$ cat src/rtl/des_out_serializer_if.sv
// Byte-stream bundle between the DES top level, the output serializer and the transmit path.
// master: drives load/data_out/out_ready; slave: the serializer.
interface des_out_serializer_if;
    logic        load;
    logic [63:0] data_out;
    logic        out_ready;
    logic [7:0]  byte_out;
    logic        byte_valid;
    logic        byte_last;
    logic        busy;
    logic        overrun;

    modport master (
        output load,
        output data_out,
        output out_ready,
        input  byte_out,
        input  byte_valid,
        input  byte_last,
        input  busy,
        input  overrun
    );

    modport slave (
        input  load,
        input  data_out,
        input  out_ready,
        output byte_out,
        output byte_valid,
        output byte_last,
        output busy,
        output overrun
    );
endinterface

$ cat src/rtl/des_out_serializer.sv
// Captures DES data_out LATENCY cycles after each load into a 2-entry block buffer, then streams bytes.
// Build option: define DES_SER_LSB_FIRST_EN to emit each block LSB byte first (default MSB first).
module des_out_serializer #(
    parameter int LATENCY = 2
) (
    input  logic                 clk,
    input  logic                 reset,
    des_out_serializer_if.slave  bus
);
    genvar gi;

    logic [LATENCY-1:0] token_reg;
    logic [LATENCY-1:0] token_next;
    logic [63:0]        mem_reg [0:1];
    logic               wr_ptr_reg;
    logic               wr_ptr_next;
    logic               rd_ptr_reg;
    logic               rd_ptr_next;
    logic [1:0]         count_reg;
    logic [1:0]         count_next;
    logic [2:0]         idx_reg;
    logic [2:0]         idx_next;
    logic               overrun_reg;
    logic               overrun_next;

    logic               capture;
    logic               valid;
    logic               xfer;
    logic               pop;
    logic               push;
    logic [63:0]        head;
    logic [7:0]         lane [0:7];

    // One token per launched block; the top bit marks the edge where data_out is ready.
    assign token_next[0] = bus.load;
    generate
        for (gi = 1; gi < LATENCY; gi++) begin : g_token
            assign token_next[gi] = token_reg[gi-1];
        end
    endgenerate

    assign capture = token_reg[LATENCY-1];
    assign valid   = (count_reg != 2'd0);
    assign xfer    = valid && bus.out_ready;
    assign pop     = xfer && (idx_reg == 3'd7);
    // A pop on the same edge frees the slot, so a full buffer can still accept.
    assign push    = capture && ((count_reg != 2'd2) || pop);
    assign head    = mem_reg[rd_ptr_reg];

    generate
        for (gi = 0; gi < 8; gi++) begin : g_lane
`ifdef DES_SER_LSB_FIRST_EN
            assign lane[gi] = head[8*gi +: 8];
`else
            assign lane[gi] = head[63-8*gi -: 8];
`endif
        end
    endgenerate

    always_comb begin
        wr_ptr_next  = wr_ptr_reg;
        rd_ptr_next  = rd_ptr_reg;
        count_next   = count_reg;
        idx_next     = idx_reg;
        overrun_next = overrun_reg;

        if (push) begin
            wr_ptr_next = ~wr_ptr_reg;
        end
        if (pop) begin
            rd_ptr_next = ~rd_ptr_reg;
        end
        case ({push, pop})
            2'b10:   count_next = count_reg + 2'd1;
            2'b01:   count_next = count_reg - 2'd1;
            default: count_next = count_reg;
        endcase
        // 3-bit index wraps 7 -> 0 exactly when the head is popped.
        if (xfer) begin
            idx_next = idx_reg + 3'd1;
        end
        if (capture && !push) begin
            overrun_next = 1'b1;
        end
    end

    always_ff @(posedge clk or negedge reset) begin
        if (!reset) begin
            token_reg   <= '0;
            wr_ptr_reg  <= 1'b0;
            rd_ptr_reg  <= 1'b0;
            count_reg   <= 2'd0;
            idx_reg     <= 3'd0;
            overrun_reg <= 1'b0;
        end else begin
            token_reg   <= token_next;
            wr_ptr_reg  <= wr_ptr_next;
            rd_ptr_reg  <= rd_ptr_next;
            count_reg   <= count_next;
            idx_reg     <= idx_next;
            overrun_reg <= overrun_next;
        end
    end

    // Storage needs no reset: entries are only visible while count is non-zero.
    always_ff @(posedge clk) begin
        if (push) begin
            mem_reg[wr_ptr_reg] <= bus.data_out;
        end
    end

    assign bus.byte_valid = valid;
    assign bus.byte_last  = valid && (idx_reg == 3'd7);
    assign bus.byte_out   = valid ? lane[idx_reg] : 8'h00;
    assign bus.busy       = (|token_reg) || valid;
    assign bus.overrun    = overrun_reg;
endmodule

$ cat src/flat_wrapper.sv
// flat-port wrapper written by rule: the top's interface ports become plain ports
module des_out_serializer_flat 
#(
    parameter int LATENCY = 2
)
  (clk, reset, bus_load, bus_data_out, bus_out_ready, bus_byte_out, bus_byte_valid, bus_byte_last, bus_busy, bus_overrun);
  des_out_serializer_if bus_i ();
  input  logic clk;
  input  logic reset;
  input wire logic [$bits(bus_i.load)-1:0] bus_load;
  input wire logic [$bits(bus_i.data_out)-1:0] bus_data_out;
  input wire logic [$bits(bus_i.out_ready)-1:0] bus_out_ready;
  output wire logic [$bits(bus_i.byte_out)-1:0] bus_byte_out;
  output wire logic [$bits(bus_i.byte_valid)-1:0] bus_byte_valid;
  output wire logic [$bits(bus_i.byte_last)-1:0] bus_byte_last;
  output wire logic [$bits(bus_i.busy)-1:0] bus_busy;
  output wire logic [$bits(bus_i.overrun)-1:0] bus_overrun;
  assign bus_i.load = bus_load;
  assign bus_i.data_out = bus_data_out;
  assign bus_i.out_ready = bus_out_ready;
  assign bus_byte_out = bus_i.byte_out;
  assign bus_byte_valid = bus_i.byte_valid;
  assign bus_byte_last = bus_i.byte_last;
  assign bus_busy = bus_i.busy;
  assign bus_overrun = bus_i.overrun;
  des_out_serializer #(.LATENCY(LATENCY)) u_core (.clk(clk), .reset(reset), .bus(bus_i));
endmodule
$ cat config.mk
export PLATFORM = sky130hd
export DESIGN_NAME = des_out_serializer_flat
export DESIGN_NICKNAME = d
export VERILOG_FILES = /design/src/rtl/des_out_serializer_if.sv /design/src/rtl/des_out_serializer.sv /design/src/flat_wrapper.sv
export SDC_FILE = /design/constraint.sdc
export NUM_CORES = 1
export LEC_CHECK = 0
export ABC_AREA = 0
export CAP_MARGIN = 20
export CORE_AREA = 5 5 107 109
export DETAILED_ROUTE_END_ITERATION = 7
export DIE_AREA = 0 0 112 114
export PLACE_DENSITY = 0.78
export SLEW_MARGIN = 0
export SYNTH_ARGS = -nofsm -noshare
export SYNTH_HDL_FRONTEND = slang
export SYNTH_SLANG_ARGS = --single-unit
$ cat constraint.sdc
create_clock -name clk -period 5.1 [get_ports clk]
set_clock_uncertainty 0.2 [all_clocks]
set_input_delay 1.02 -clock clk [delete_from_list [all_inputs] [get_ports clk]]
set_output_delay 1.02 -clock clk [all_outputs]
set_load 0.03 [all_outputs]
==> metrics.txt <==
share of layout cells above drive strength 1=0.113; DIE WIDTH=112 microns; Routed Antenna Nets=0; P per Cell Area=599 nW/um^2; post-CTS sizing=0; Setup CP Type=register to primary output; max-slew violation count=0; average instance area after synthesis=18.4 sq um; crit path max fanout=45; I/O Pins=80; area of the multi-input gates=1220 sq um; HPWL after detailed placement=6930 microns; worst slew pin tran=0.843 ns; CP arrival=3.12 ns; post-synthesis mux area share=0.125; Yosys cell types=33; Compound-Gate Fraction of Synth Area=0.0450; Syn-to-layout area delta=26.4%; fillers=715; Hold Violations, Final=0; GRT Util Overall=0.171; DP Worst Slack=1.27 ns; Tcrit/Tclk final=0.851; TritonRoute pass-1 iters=4; routed via count=2917; DP Area=6350 sq um; # rows=38; #FFs+latches synth=138; post-synthesis xor/xnor area fraction=0.00968; status=completed; Initial Util=0.517; post-synthesis sequential area ratio=0.754; worst hold path type=register to register; most frequent cells in the layout=edfxtp_1, clkdlybuf4s50_1, mux2i_1; Core Box Area=10500 sq um; Slew HR=0.434; fin nets=457; final setup violating endpoints=0; Setup TNS=0 ns; CP max stage delay=0.96 ns; Worst-path clk slew=0.06 ns; Inserted Diodes=0; drt drc=0; post-synthesis simple-gate area fraction=0.0367; CTS tree=done; max FFs per register=128; commonest non-fill, non-tap cell in the layout=edfxtp_1; Post-synth top flop=edfxtp_1; Overflow after GRT=0; clk_lat worst skew=0.51 ns; CTS Sinks=138; min cycle time layout=4.34 ns; Req. time, crit path=3.88 ns; final WL=10500 microns; Async SR Flop Fraction=0.0725; GPL Wtd Cong=0.727; first-pass GRT wire length=16500 microns; H-tree depth=4; worst vdd ir=352 uV; fmax=0.230 GHz; # Max-Cap Violations=0; Post-CTS Hold Buffers=0; Vias/cell=5.42; initial antenna violation count=0; Adder-Cell Fraction of Synth Area=0.00692; FF/Latch Area=4100 sq um; P_leak=2.43 nW; critical path endpoint category=primary output; Syn Std Cell Area=5430 sq um; DR WL/cell=19.4 microns; Worst Slack Setup Final=0.758 ns; final non-filler cell area=6860 sq um; post-CTS setup buffer count=0; root buf cell=clkbuf_8; largest family of logic cells by synthesized area=multiplexers; chip height=114 microns; synthesized net count=366; Post-synth EDFFs=128; Setup crit start kind=register; cells along the critical path=buf_4, mux2i_1, a22oi_1, nand3_2, o21ai_2, clkdlybuf4s50_1; Syn Inst Count=295; yosys warns=0; CTS buffer count=17; Layout Utilization=0.653; CP max stage cell=dfrtp_4; port bufs=79; CTS max path bufs=2; Die Area=12800 sq um; largest net degree at the start of global routing=46; initial drt markers=151; RSZ-0062 raised after global routing=false; number of global-route vias before repair=3246
-- Yosys cell counts (2+ instances only) --
| library cell | n | area share |
|---|---|---|
| mux2_2 | 2 | 0.0041 |
| dfrtp_1 | 10 | 0.046 |
| mux2i_1 | 50 | 0.092 |
| buf_2 | 5 | 0.0046 |
| buf_6 | 5 | 0.010 |
| mux4_2 | 7 | 0.029 |
| xor2_1 | 2 | 0.0032 |
| ha_1 | 3 | 0.0069 |
| xnor2_1 | 4 | 0.0065 |
| nand2b_1 | 3 | 0.0035 |
| o21ai_0 | 4 | 0.0037 |
| edfxtp_1 | 128 | 0.71 |
| nand2_1 | 14 | 0.0097 |
| a22oi_1 | 22 | 0.030 |
| a21oi_1 | 3 | 0.0028 |
| o211ai_1 | 3 | 0.0041 |
| and2_1 | 2 | 0.0023 |
| nor2_1 | 6 | 0.0041 |
| nand3_1 | 7 | 0.0065 |
| inv_1 | 2 | 0.0014 |
-- critical path, delay by kind of cell, from the launching register on --
family                 cells  cell delay, ns
AOI/OAI and AO/OA          2            0.34
buffers and inverters      2            1.08
DFF                        1            0.96
muxes                      1            0.11
and+or+nand+nor            1            0.12
-- final cells by class --
cell class	instances	area share
well taps	140	0.0255
multi-input cells	142	0.178
repair buffers	85	0.124
clock buffers	21	0.0626
inverters	2	0.00109
clock inverters	10	0.0115
flip-flops and latches	138	0.597
-- layer usage --
metal | part of all wire | track usage
met1 | 0.38 | 0.205
met2 | 0.53 | 0.299
met3 | 0.077 | 0.0440
met4 | 0.013 | 0.0705
met5 | 0 | 0
-- where the power goes --
group	total (W)	internal, W	switching [W]
clock	0.00105	0.000634	0.000421
sequential	0.00175	0.00155	0.000203
combinational	0.00130	0.000578	0.000723
total	0.00411	0.00276	0.00135
-- stage by stage --
step	hold WS, ns	cells	power (W)
after floorplan	0.148	295	0.00265
after global placement	0.155	507	0.00304
after detailed placement	0.157	507	0.00309
after CTS	0.170	538	0.00415
after global routing	0.197	538	0.00431
final	0.167	538	0.00411
-- path summary, 6_finish.rpt --
check                                                   start                         endpoint  slack, ns  cells past startpoint
worst min register to register  u_core.token_reg[0]$_DFF_PN0_    u_core.token_reg[1]$_DFF_PN0_       0.17                      0
worst max register to register  u_core.idx_reg[0]$_DFFE_PN0P_  u_core.mem_reg[0][52]$_DFFE_PP_       2.10                      7
min in group asynchronous                               reset    u_core.token_reg[0]$_DFF_PN0_       0.63                      1
worst max-delay path            u_core.rd_ptr_reg$_DFFE_PN0P_                  bus_byte_out[4]       0.76                      6
max in group asynchronous                               reset    u_core.rd_ptr_reg$_DFFE_PN0P_       3.71                      1
worst min-delay path            u_core.token_reg[0]$_DFF_PN0_    u_core.token_reg[1]$_DFF_PN0_       0.17                      0
-- cell families after synthesis --
group,count (synthesis)
muxes,59
AOI/OAI and AO/OA,35
DFF,138
adders and majority gates,3
buffers and inverters,15
and+or+nand+nor,39
xor gates and xnor gates,6
(Power assumes the default switching activity.)
